`config.mk`:
```
export PLATFORM = sky130hd
export DESIGN_NAME = rf_wb_arbiter
export DESIGN_NICKNAME = d
export VERILOG_FILES = /design/src/rtl/rf_wb_arbiter_pkg.sv /design/src/rtl/rf_wb_arbiter_rr_arbiter.sv /design/src/rtl/rf_wb_arbiter.sv
export SDC_FILE = /design/constraint.sdc
export NUM_CORES = 1
export LEC_CHECK = 0
export CAP_MARGIN = 25
export CORE_MARGIN = 4
export CORE_UTILIZATION = 45
export DETAILED_ROUTE_END_ITERATION = 8
export PLACE_DENSITY_LB_ADDON = 0.1
export SYNTH_ARGS = -nofsm -noshare
export SYNTH_HDL_FRONTEND = slang
export SYNTH_HIERARCHICAL = 1
export SYNTH_SLANG_ARGS = --single-unit
```
`constraint.sdc`:
```
create_clock -name clk -period 6.1 [get_ports clk]
set_clock_uncertainty 0.2 [all_clocks]
set_input_delay 0.915 -clock clk [delete_from_list [all_inputs] [get_ports clk]]
set_output_delay 0.915 -clock clk [all_outputs]
set_load 0.02 [all_outputs]
```
`src/rtl/rf_wb_arbiter_pkg.sv`:
```
`default_nettype none
// ============================================================================
// Module   : rf_wb_arbiter_pkg
// Purpose  : Shared CPU parameters for the writeback path: datapath width,
//            register index width, writeback requester count and requester
//            IDs. Also provides a small modulo-wrap helper for round-robin
//            index arithmetic.
// Ports    : (package, no ports)
// Revision : 1.0 - initial release
// ============================================================================
package rf_wb_arbiter_pkg;

    localparam int CPU_WORD    = 32;  // datapath width
    localparam int CPU_REG_LOG = 5;   // register index width (32 registers)
    localparam int CPU_NREQ    = 3;   // writeback requesters

    // Writeback requester IDs (slice index on the wb_* buses)
    localparam int REQ_LSU = 0;
    localparam int REQ_MDU = 1;
    localparam int REQ_ALU = 2;

    // Wrap an index known to be in [0, 2*n) back into [0, n).
    function automatic int rr_wrap(input int idx, input int n);
        return (idx >= n) ? (idx - n) : idx;
    endfunction

endpackage
`default_nettype wire

```
`src/rtl/rf_wb_arbiter_rr_arbiter.sv`:
```
`default_nettype none
// ============================================================================
// Module   : rr_arbiter
// Purpose  : NREQ-way round-robin arbiter. The pointer names the requester
//            with highest priority; search order is ptr, ptr+1, ... mod NREQ.
//            After a grant to i the pointer moves to (i+1) mod NREQ; with no
//            grant it holds.
// Ports    : clk     - clock
//            rst     - synchronous active-high reset (pointer -> 0)
//            req_i   - request vector (already qualified by the caller)
//            grant_o - one-hot grant, combinational from req_i and pointer
// Revision : 1.0 - initial release
// ============================================================================
module rr_arbiter
    import rf_wb_arbiter_pkg::*;
#(
    parameter int NREQ = CPU_NREQ
) (
    input  logic            clk,
    input  logic            rst,
    input  logic [NREQ-1:0] req_i,
    output logic [NREQ-1:0] grant_o
);

    localparam int PW = (NREQ > 1) ? $clog2(NREQ) : 1;

    logic [PW-1:0] ptr_q;
    logic [PW-1:0] ptr_d;

    // Walk the offsets from farthest to nearest so the request closest to
    // the pointer is the last to be written and therefore wins.
    always_comb begin
        int idx;
        grant_o = '0;
        ptr_d   = ptr_q;
        idx     = 0;
        for (int off = NREQ - 1; off >= 0; off--) begin
            idx = rr_wrap(int'(ptr_q) + off, NREQ);
            if (req_i[idx]) begin
                grant_o      = '0;
                grant_o[idx] = 1'b1;
                ptr_d        = PW'(rr_wrap(idx + 1, NREQ));
            end
        end
    end

    always_ff @(posedge clk) begin
        if (rst) begin
            ptr_q <= '0;
        end else begin
            ptr_q <= ptr_d;
        end
    end

endmodule
`default_nettype wire

```
`src/rtl/rf_wb_arbiter.sv`:
```
`default_nettype none
// ============================================================================
// Module   : rf_wb_arbiter
// Purpose  : Register-file writeback arbiter with scoreboard. Grants one of
//            NREQ writeback requesters per cycle (round-robin), registers the
//            winning rd/data onto the register-file write port one cycle
//            later, and tracks a per-register busy bitmap set by issue-stage
//            allocation and cleared by writeback.
// Ports    : clk, rst            - clock, synchronous active-high reset
//            wb_valid/wb_ready   - per-requester writeback handshake
//            wb_rd/wb_data       - requester i destination/value at slice i
//            alloc_valid/_rd     - issue-stage destination reservation
//            alloc_ready         - reservation accepted (register not busy)
//            rs0/rs1/rs2         - issue-stage source indices
//            src_busy            - bit k set when rsk has a pending write
//            rf_we/rf_rd/rf_wdata- registered register-file write port
//            flush               - pipeline flush, clears all busy bits
//            wb_err              - sticky: writeback to a non-busy register
// Revision : 1.0 - initial release
// ============================================================================
module rf_wb_arbiter
    import rf_wb_arbiter_pkg::*;
#(
    parameter int WORD    = CPU_WORD,
    parameter int REG_LOG = CPU_REG_LOG,
    parameter int NREQ    = CPU_NREQ
) (
    input  logic                    clk,
    input  logic                    rst,
    input  logic [NREQ-1:0]         wb_valid,
    output logic [NREQ-1:0]         wb_ready,
    input  logic [NREQ*REG_LOG-1:0] wb_rd,
    input  logic [NREQ*WORD-1:0]    wb_data,
    input  logic                    alloc_valid,
    input  logic [REG_LOG-1:0]      alloc_rd,
    output logic                    alloc_ready,
    input  logic [REG_LOG-1:0]      rs0,
    input  logic [REG_LOG-1:0]      rs1,
    input  logic [REG_LOG-1:0]      rs2,
    output logic [2:0]              src_busy,
    output logic                    rf_we,
    output logic [REG_LOG-1:0]      rf_rd,
    output logic [WORD-1:0]         rf_wdata,
    input  logic                    flush,
    output logic                    wb_err
);

    localparam int NREG = 1 << REG_LOG;

    logic [NREG-1:0]    busy_q;
    logic [NREG-1:0]    busy_d;
    logic               rf_we_q;
    logic [REG_LOG-1:0] rf_rd_q;
    logic [WORD-1:0]    rf_wdata_q;
    logic               wb_err_q;
    logic               wb_err_d;

    logic [NREQ-1:0]    req_gated;
    logic [NREQ-1:0]    grant;
    logic [REG_LOG-1:0] sel_rd;
    logic [WORD-1:0]    sel_data;
    logic               handshake;
    logic               wr_en;
    logic               alloc_set;

    // No grant can be issued while in reset or during a flush cycle; gating
    // the requests also keeps the round-robin pointer still in those cycles.
    assign req_gated = (rst || flush) ? '0 : wb_valid;

    rr_arbiter #(
        .NREQ (NREQ)
    ) u_rr_arbiter (
        .clk     (clk),
        .rst     (rst),
        .req_i   (req_gated),
        .grant_o (grant)
    );

    // A grant is only produced for a valid requester, so ready == grant
    // already implies valid && ready.
    assign wb_ready  = grant;
    assign handshake = |grant;

    // One-hot grant makes an OR-mux sufficient.
    always_comb begin
        sel_rd   = '0;
        sel_data = '0;
        for (int i = 0; i < NREQ; i++) begin
            if (grant[i]) begin
                sel_rd   = sel_rd   | wb_rd[i*REG_LOG +: REG_LOG];
                sel_data = sel_data | wb_data[i*WORD +: WORD];
            end
        end
    end

    // r0 is hardwired: its grants are consumed but never written or tracked.
    assign wr_en = handshake && (sel_rd != '0);

    assign alloc_ready = !rst && !flush
                       && ((alloc_rd == '0) || !busy_q[alloc_rd]);
    assign alloc_set   = alloc_valid && alloc_ready && (alloc_rd != '0);

    // A register being allocated is never busy, so it cannot also be the
    // register being cleared this cycle; both updates can apply together.
    always_comb begin
        busy_d = busy_q;
        if (wr_en) begin
            busy_d[sel_rd] = 1'b0;
        end
        if (alloc_set) begin
            busy_d[alloc_rd] = 1'b1;
        end
        if (flush) begin
            busy_d = '0;
        end
    end

    assign wb_err_d = wb_err_q || (wr_en && !busy_q[sel_rd]);

    always_ff @(posedge clk) begin
        if (rst) begin
            busy_q     <= '0;
            rf_we_q    <= 1'b0;
            rf_rd_q    <= '0;
            rf_wdata_q <= '0;
            wb_err_q   <= 1'b0;
        end else begin
            busy_q   <= busy_d;
            rf_we_q  <= wr_en;
            wb_err_q <= wb_err_d;
            if (wr_en) begin
                rf_rd_q    <= sel_rd;
                rf_wdata_q <= sel_data;
            end
        end
    end

    assign rf_we    = rf_we_q;
    assign rf_rd    = rf_rd_q;
    assign rf_wdata = rf_wdata_q;
    assign wb_err   = wb_err_q;

    // busy_q[0] is never set, but the explicit r0 test keeps intent obvious.
    assign src_busy[0] = (rs0 != '0) && busy_q[rs0];
    assign src_busy[1] = (rs1 != '0) && busy_q[rs1];
    assign src_busy[2] = (rs2 != '0) && busy_q[rs2];

endmodule
`default_nettype wire

```
# == After elaboration in Yosys (flattened, before gate mapping) ==
# Cells that the tools add are included.
# totals
register_bits,73
output_inout_bits,46
elab_cells,123
# op_classes
n_addsub,11
n_lt_le_gt_ge,19
n_mux,50
n_bitwise,7
n_reduce_logical,30
# op_table
operator,n
32-bit 2-to-1 mux,8
32-bit by 3-bit greater-or-equal comparator with 1-bit output (second input constant),5
32-bit by 2-bit adder with 32-bit output (second input constant),3
32-bit by 1-bit greater-or-equal comparator with 1-bit output (second input constant),3
32-bit by 4-bit less-than comparator with 1-bit output (second input constant),3
32-bit OR,3
32-bit by 3-bit subtractor with 32-bit output (second input constant),2
32-bit AND,1
32-bit inverter,1
5-bit by 6-bit less-than comparator with 1-bit output (second input constant),5
1-bit binary-select mux with 5-bit select,5
5-bit nonzero test,5
1-bit 2-to-1 mux,16
5-bit 2-to-1 mux,3
1-bit logical AND,14
2-bit 2-to-1 mux,6
3-bit 2-to-1 mux,4
1-bit demux with 5-bit select,2
5-bit by 1-bit greater-or-equal comparator with 1-bit output (second input constant),2
5-bit OR,2
1-bit binary-select mux with 2-bit select,3
1-bit demux with 2-bit select,3
2-bit by 1-bit subtractor with 2-bit output (second input constant),3
5-bit zero test,1
other kinds (9),14

# == Depth between registers and ports, before layout ==
# Gate-level depths: netlist of run 1.
# depth
word_depth,24
ltp_mapped,16
mapped_depth_nobuf,12

# == Modules after synthesis ==
# Netlist of run 1, hierarchy kept.
# by_module_without_submodules
module,n_inst,cells_each,area_per_inst_um2
rf_wb_arbiter,1,450,4524.3
rr_arbiter,1,57,464.2

# == Least setup slack after synthesis of run 1 ==
# No wires, ideal clock.
# synth_path
path_kind,input-to-reg
start,in rst
end,"reg wb_err_q, in the netlist wb_err"
setup_ps,87
t_arrival_ps,4512
required_time_ps,5813
slack_ps,1302
path_stages,15
n_path_buf,3
cell_sequence,buf_1 > nor2_1 > and2_1 > mux2_1 > mux2_2 > a21oi_1 > o31ai_1 > buf_2 > a222oi_1 > buf_4 > mux2i_1 > nor2_1 > o32ai_2 > o311ai_1 > a221oi_2
# synth_between
word_cells_on_any_way,27
# synth_rtl
item,line_no,text
"start, declared",rf_wb_arbiter.sv:29,"input logic rst,"
1-bit logical OR *,rf_wb_arbiter.sv:68,assign req_gated = (rst || flush) ? '0 : wb_valid;
3-bit 2-to-1 mux *,rf_wb_arbiter.sv:68,
named net req_gated[1],rf_wb_arbiter.sv:58,logic [NREQ-1:0] req_gated;
1-bit binary-select mux with 2-bit select,rf_wb_arbiter_rr_arbiter.sv:39,if (req_i[idx]) begin
1-bit 2-to-1 mux (implied by the code) (2 in series),rf_wb_arbiter_rr_arbiter.sv:39,
3-bit 2-to-1 mux (2 in series),rf_wb_arbiter_rr_arbiter.sv:39,
3-bit 2-to-1 mux *,rf_wb_arbiter_rr_arbiter.sv:39,
named net wb_ready[1],rf_wb_arbiter.sv:31,"output logic [NREQ-1:0] wb_ready,"
5-bit 2-to-1 mux,rf_wb_arbiter.sv:89,if (grant[i]) begin
5-bit OR,rf_wb_arbiter.sv:90,sel_rd = sel_rd | wb_rd[i*REG_LOG +: REG_LOG];
5-bit 2-to-1 mux,rf_wb_arbiter.sv:89,
1-bit binary-select mux with 5-bit select,rf_wb_arbiter.sv:118,assign wb_err_d = wb_err_q || (wr_en && !busy_q[sel_rd]);
1-bit 2-to-1 mux (implied by the code),rf_wb_arbiter.sv:118,
1-bit zero test,rf_wb_arbiter.sv:118,
1-bit logical AND *,rf_wb_arbiter.sv:118,
1-bit logical OR *,rf_wb_arbiter.sv:118,
"end signal, assigned",rf_wb_arbiter.sv:130,wb_err_q <= wb_err_d;
"end, declared",rf_wb_arbiter.sv:55,logic wb_err_q;
# Mark *: on every way through the listed nets, which the timed path passes. The rest lies on a longest branch. The select of a mux whose other input is x is not followed.
# A chain may end at the register's enable or synchronous reset.

# == Worst setup path in the final report of run 1 ==
# layout_path
start,in flush
end,out wb_ready[1]
# layout_between
elab_chain_cells,8
word_cells_on_any_way,14
# layout_lines
item,line_no,text
"start, declared",rf_wb_arbiter.sv:44,"input logic flush,"
1-bit logical OR *,rf_wb_arbiter.sv:68,
3-bit 2-to-1 mux *,rf_wb_arbiter.sv:68,
named net req_gated[2],rf_wb_arbiter.sv:58,
1-bit binary-select mux with 2-bit select,rf_wb_arbiter_rr_arbiter.sv:39,
1-bit 2-to-1 mux (implied by the code) (2 in series),rf_wb_arbiter_rr_arbiter.sv:39,
3-bit 2-to-1 mux (2 in series),rf_wb_arbiter_rr_arbiter.sv:39,
3-bit 2-to-1 mux *,rf_wb_arbiter_rr_arbiter.sv:39,
"end, declared",rf_wb_arbiter.sv:31,
# Marked as above.

==> impl_results.md, run 1 <==
- First-pass GRT wire length: ~27000 microns
- Post-cts hold buffer count: 0
- Chip Height: roughly 110 microns
- Actual slew at the worst max-slew pin: roughly 0.89 ns
- CP Cell Sequence: clkdlybuf4s50_1, nor2_1, and2_1, and2b_1, mux2_2, a21oi_1, o31ai_4, clkdlybuf4s50_1
- Area growth, synth to finish: 42.6%
- Synth area leader: dfxtp_1
- Status: complete, no violations
- Final setup violation count: 0
- Ant diodes: 0
- Maximum buffer depth of the clock tree: 2
- Static Leak: 0.00243 uW
- Routed via count: slightly above 5000
- Mux cell area share after synthesis: 0.211
- Post-synth net total: approximately 650
- Crit-path max cell delay: 0.77 ns
- Area share of xor/xnor cells in the synthesized design: 0
- Number of synthesized flops with an enable pin: 0
- TritonCTS Sinks: 73
- Ranking of synthesized cells by area: dfxtp_1 29%, mux4_2 16%, a211oi_2 8.0%
- Final setup margin: 1.08 ns
- Post-Syn Area: about 5000 sq um
- Synth cell types: 56
- Crit share post-route: 0.822
- CP delay by family, top: buffers and inverters
- Synth Area in Simple Gates: 0.151
- Peak supply drop: 0.000265 V
- Synth Area in Adders: 0.0100
- CTS Buf Count: 9
- Slew margin rel.: 0.404
- Max-cap violations: 0
- RD Place Congestion: around 0.98
- Worst setup SP type: input pin
- Worst hold margin: approximately 0.26 ns
- Ratio of cells with drive above 1 in the final layout: 0.180
- Yosys top cell area share: 0.293
- Initial core utilization: 0.460
- Buffers on Ports: roughly 180
- Max-slew violation count: 0
- Max Fclk: about 200 MHz
- DRT antenna net count: 0
- Synth Register Bits: 73
- Seq/Total Area, Yosys: 0.293
- Pwr/cell area: about 340 nW/um^2
- Worst-path maximum fanout: 19
- Crit path required time: 4.98 ns
- Dominant synthesized flop cell: dfxtp_1
- Synthesized area per cell: just under 10 sq um
- Die X: approximately 110 microns
- DRC viols: 0
- # H-tree levels: 3
- Yosys warns: 6
- Reg2reg path depth: 12
- Slowest cell on crit path: o31ai_4
- Fin crit period: 5.02 ns
- Clk slew on worst S/H paths: roughly 0.080 ns
- Pre-antenna DRT Iters: 5
- Worst path depth: 8
- Post-CTS Resized: 0
- Starting DRT DRC Count: 520
- Worst EP arrival: approximately 4 ns
- Synth Instances: approximately 500
- Vias/cell: approximately 6.2
- CTS tree: done
- Core ar.: ~11000 sq um
- Total GRT Usage: 0.267
- CP Class: in2out
- Hold Path Class: reg2reg
- Hpwl dp: about 13000 microns
- Final hold vios: 0
- Root buffer cell: clkbuf_8
- Buf+Inv Stages, Crit Path: 2
- Vias in the first global route: 5300
- Initial antenna violation count: 0
- Cell mode on critical path: clkdlybuf4s50_1
- Die area: 12800 sq um
- Num ports: 184
- Clock Latency Late Sink: approximately 0.36 ns
- # rows: 38
- Combinational family with the most area after synthesis: compound AO/OA/AOI/OAI gates
- Routed WL: approximately 17000 microns
- Crit path capture type: primary output
- RSZ-0062 raised after global routing: false
- Setup Fix Bufs, Post-CTS: 0
- Ys async rst share: 0
- Setup TNS: 0 ns
- Wire per inst: about 21 microns
- Compound-Gate Fraction of Synth Area: 0.283
- Final net count: between 800 and 900
- Hold Crit Depth: 2
- Place WS: roughly 0.91 ns
- Largest net degree at the start of global routing: 65
- GRT Residual Overflow: 0
kinds of logic (layout without fill, tap and decap cells):
| family | Yosys count | count (layout) |
|---|---|---|
| AO/OA/AOI/OAI | 178 | 178 |
| buffers and inverters | 49 | 216 |
| flip-flops | 73 | 73 |
| adder cells (fa/ha/maj) | 4 | 4 |
| multiplexers | 60 | 60 |
| AND/OR/NAND/NOR | 143 | 143 |
registers in the layout, summed over array words and instances, names as in the netlist:
| signal | count |
|---|---|
| rf_we | 1 |
| rf_wdata | 32 |
| wb_err | 1 |
| u_rr_arbiter/ptr_q | 2 |
| busy_q | 32 |
| rf_rd | 5 |
cell usage after synthesis (2+ instances only):
library cell and instances:
dfxtp_1 73, nand2_1 50, a21oi_1 44, nor2_1 43
o21ai_0 39, a222oi_1 37, mux4_2 35, a211oi_2 32
clkbuf_1 25, mux2i_1 14, mux2_2 10, buf_6 8
nand3b_1 8, buf_2 6, inv_1 6, a22oi_1 5
nand2b_1 5, nor2b_1 5, and2_1 4, ha_1 4
nand3_1 4, nor3b_1 4, and3b_1 3, a211oi_1 2
and2b_1 2, buf_1 2, buf_4 2, nor3_1 2
nor4_4 2, o22ai_1 2, o311ai_1 2, o31ai_1 2
or2_2 2
placed cells by master, fill, tap and decap left out, types with 2 or more instances in the layout:
cell type / count
a211oi_1: 2
a211oi_2: 32
a21oi_1: 44
a222oi_1: 37
a22oi_1: 5
and2_1: 4
and2b_1: 2
and3b_1: 3
buf_4: 10
bufinv_16: 3
clkbuf_8: 9
clkdlybuf4s50_1: 182
dfxtp_1: 73
ha_1: 4
inv_1: 6
mux2_2: 10
mux2i_1: 14
mux4_2: 35
nand2_1: 50
nand2b_1: 5
nand3_1: 4
nand3b_1: 8
nor2_1: 43
nor2b_1: 5
nor3_1: 2
nor3b_1: 4
nor4_4: 2
o21ai_0: 38
o22ai_1: 2
o311ai_1: 2
o31ai_4: 2
or2_2: 3
cell type report:
cell class                 instances  area [sq um]
sequential                        73          1460
tap                              140           175
inverter                           6          22.5
clock buffer                      10           128
clock inverter                     6           115
multi-input combinational        385          3310
fill                             877          3720
timing repair buffer             194          1910
metal layers:
metal	routed length [microns]	part of all wire	up-vias	GRT usage
li1	-	-	2326	-
met1	6240	0.37	2418	0.311
met2	8640	0.51	274	0.466
met3	1640	0.096	47	0.0711
met4	531	0.031	0	0.104
met5	0	0	-	0
final timing paths:
path / start / endpoint / slack (ns)
setup / recovery: flush / wb_ready[1] / 1.08
setup reg to reg: u_rr_arbiter/ptr_q[1]$_SDFFE_PP0P_ / rf_wdata[7]$_SDFFE_PP0N_ / 1.81
hold reg to reg: rf_rd[0]$_SDFFE_PP0N_ / rf_rd[0]$_SDFFE_PP0N_ / 0.26
hold / removal: rf_rd[0]$_SDFFE_PP0N_ / rf_rd[0]$_SDFFE_PP0N_ / 0.26
power breakdown:
| part | internal (uW) | switching [uW] | total, uW |
|---|---|---|---|
| logic | 561 | 768 | 1330 |
| registers | 570 | 46.6 | 616 |
| clock network | 274 | 194 | 468 |
| total | 1400 | 1010 | 2410 |
tightest hold or removal path, delay by kind of cell (launching register included):
kind,cells,cell delay (ns)
and+or+nand+nor,1,0.05
AOI/OAI and AO/OA,1,0.05
DFF,1,0.31
through the flow:
stage / instances / util / power (uW) / cell area (sq um)
after CTS: 813 / 0.656 / 2420 / 7110
after global routing: 814 / 0.656 / 2570 / 7120
final: 814 / 0.656 / 2410 / 7120
after detailed placement: 797 / 0.634 / 1950 / 6870
after global placement: 797 / 0.634 / 1910 / 6870
after floorplan: 507 / - / 1560 / 4990
(Power assumes the default switching activity.)
==> inputs of run 2 (changes only) <==
Clock period 6.1 ns to 5 ns, I/O delays scaled along.
==> impl_results.md, run 2 (same netlist as run 1, synthesis figures left out) <==
- Status: complete, no violations (unchanged)
- Max-cap violations: 0 (unchanged)
- Post-CTS Resized: 0 (unchanged)
- Core ar.: 10800 sq um (unchanged)
- Worst reg2reg path endpoint: rf_wdata[16]$_SDFFE_PP0N_ (was rf_wdata[7]$_SDFFE_PP0N_)
- Crit path required time: 4.05 ns (was 4.98 ns)
- Peak supply drop: 0.000267 V (was 0.000265 V)
- Slowest cell on crit path: clkdlybuf4s50_1 (was o31ai_4)
- Actual slew at the worst max-slew pin: 0.976 ns (was 0.894 ns)
- Hpwl dp: 13300 microns (was 12600 microns)
- Reg2reg path depth: 12 (unchanged)
- Setup crit start: flush (unchanged)
- Final hold vios: 0 (unchanged)
- Worst setup SP type: input pin (unchanged)
- Cell mode on critical path: clkdlybuf4s50_1 (unchanged)
- Post-cts hold buffer count: 0 (unchanged)
- Max-slew violation count: 0 (unchanged)
- Initial antenna violation count: 0 (unchanged)
- Clock Latency Late Sink: 0.36 ns (about the same)
- Most frequent cells in the layout: 182 x clkdlybuf4s50_1, 73 x dfxtp_1, 50 x nand2_1, 44 x a21oi_1, 43 x nor2_1 (unchanged)
- Ant diodes: 0 (unchanged)
- Max layer used: met4 (unchanged)
- Pre-antenna DRT Iters: 6 (was 5)
- Maximum buffer depth of the clock tree: 2 (unchanged)
- Final setup violation count: 0 (unchanged)
- Total GRT Usage: 0.274 (was 0.267)
- Die area: 12800 sq um (unchanged)
- Reg2reg start: u_rr_arbiter/ptr_q[1]$_SDFFE_PP0P_ (unchanged)
- DR WL met3: 1440 microns (was 1640 microns)
- Chip Height: 113 microns (unchanged)
- Routed WL: 17700 microns (was 17000 microns)
- Die X: 113 microns (unchanged)
- Hold Path Class: reg2reg (unchanged)
- R2R Setup Slk: 0.81 ns (was 1.81 ns)
- Crit path to: wb_ready[1] (unchanged)
- Clk slew on worst S/H paths: 0.07 ns (was 0.08 ns)
- Root buffer cell: clkbuf_8 (unchanged)
- Initial core utilization: 0.460 (unchanged)
- Worst-path maximum fanout: 26 (was 19)
- Wire per inst: 21.4 microns (was 20.9 microns)
- Max Fclk: about 220 MHz
- # rows: 38 (unchanged)
- WL met1: 6550 microns (was 6240 microns)
- Starting DRT DRC Count: 519 (was 520)
- Largest net degree at the start of global routing: 45 (was 65)
- Final Core Density: 0.662 (was 0.656)
- Final net count: 820 (was 811)
- DRC viols: 0 (unchanged)
- Crit share post-route: 0.905
- CTS tree: done (unchanged)
- Crit-path max cell delay: 0.67 ns (was 0.77 ns)
- CTS Buf Count: 9 (unchanged)
- DRT antenna net count: 0 (unchanged)
- Num ports: 184 (unchanged)
- GRT Residual Overflow: 0 (unchanged)
- Met2 routed WL: 9210 microns (was 8640 microns)
- CP Cell Sequence: clkdlybuf4s50_1, nor2_1, and2_1, mux2i_1, o21ai_2, nand2_1, o31ai_4, buf_4, clkdlybuf4s50_1 (was clkdlybuf4s50_1, nor2_1, and2_1, and2b_1, mux2_2, a21oi_1, o31ai_4, clkdlybuf4s50_1)
- Fin crit period: between 4 and 5 ns
- Commonest non-fill, non-tap cell in the layout: clkdlybuf4s50_1 (unchanged)
- Worst EP arrival: 3.57 ns (was 3.90 ns)
- First-pass GRT wire length: 27400 microns (was 27300 microns)
- Setup Fix Bufs, Post-CTS: 0 (unchanged)
- Buffers on Ports: 183 (unchanged)
- Slew margin rel.: 0.349 (was 0.404)
- RD Place Congestion: 0.941 (was 0.976)
- Vias in the first global route: 5220 (was 5300)
- Static Leak: 0.00247 uW (was 0.00243 uW)
- # H-tree levels: 3 (unchanged)
- CP Class: in2out (unchanged)
- Vias/cell: 6.21 (was 6.22)
- TritonCTS Sinks: 73 (unchanged)
- Routed via count: 5108 (was 5065)
- Ratio of cells with drive above 1 in the final layout: 0.189 (was 0.180)
- RSZ-0062 raised after global routing: false (unchanged)
- Area growth, synth to finish: 43.8% (was 42.6%)
- Pwr/cell area: 405 nW/um^2 (was 339 nW/um^2)
- Setup TNS: 0 ns (unchanged)
- Crit path capture type: primary output (unchanged)
[run 2: cell types whose count changed in the layout (fill, tap and decap cells not counted), sizes merged]
cell	change
buf	+10
inv	-1
bufinv	-2
clkinvlp	-1
clkbuf	+3
[run 2: worst min path at each step]
stage | cells after the start | to | startpoint
floorplan | 1 | busy_q[0]$_SDFF_PP0_ | busy_q[0]$_SDFF_PP0_
global placement | 2 | rf_rd[2]$_SDFFE_PP0N_ | rf_rd[2]$_SDFFE_PP0N_
detailed placement | 2 | rf_rd[2]$_SDFFE_PP0N_ | rf_rd[2]$_SDFFE_PP0N_
CTS | 2 | rf_rd[2]$_SDFFE_PP0N_ | rf_rd[2]$_SDFFE_PP0N_
global route | 2 | rf_rd[2]$_SDFFE_PP0N_ | rf_rd[2]$_SDFFE_PP0N_
finish | 2 | rf_rd[2]$_SDFFE_PP0N_ | rf_rd[2]$_SDFFE_PP0N_
[run 2: area by class of cell]
| class | count | area (sq um) |
|---|---|---|
| Clock inverter | 2 | 35.0 |
| Fill cell | 906 | 3670 |
| Clock buffer | 14 | 173 |
| Tap cell | 140 | 175 |
| Inverter | 6 | 22.5 |
| Sequential cell | 73 | 1460 |
| Timing Repair Buffer | 203 | 2000 |
| Multi-Input combinational cell | 385 | 3310 |
[run 2: per-layer routing]
layer | track usage | vias to the layer above
li1 | - | 2349
met1 | 0.319 | 2478
met2 | 0.494 | 245
met3 | 0.0631 | 36
met4 | 0.0913 | 0
met5 | 0 | -
[run 2: power by group]
group | switching [uW] | internal, uW | total [uW]
registers | 58.3 | 696 | 754
clock network | 219 | 271 | 490
logic | 944 | 721 | 1660
[run 2: critical path: cells and delay by family]
family / cells / cell delay (ns)
AOI/OAI and AO/OA: 2 / 0.51
buffers and inverters: 3 / 1.45
muxes: 1 / 0.14
and+or+nand+nor: 3 / 0.71
[run 2: metrics by stage]
step	setup WS (ns)	total power, uW	instance area [sq um]	instances	hold slack (ns)
final	0.476	2910	7170	823	0.260
after global routing	0.173	3100	7170	823	0.279
after CTS	0.484	2920	7170	823	0.260
after detailed placement	0.189	2430	6970	807	0.249
after global placement	0.271	2390	6960	806	0.243
after floorplan	0.367	1900	4990	507	0.225
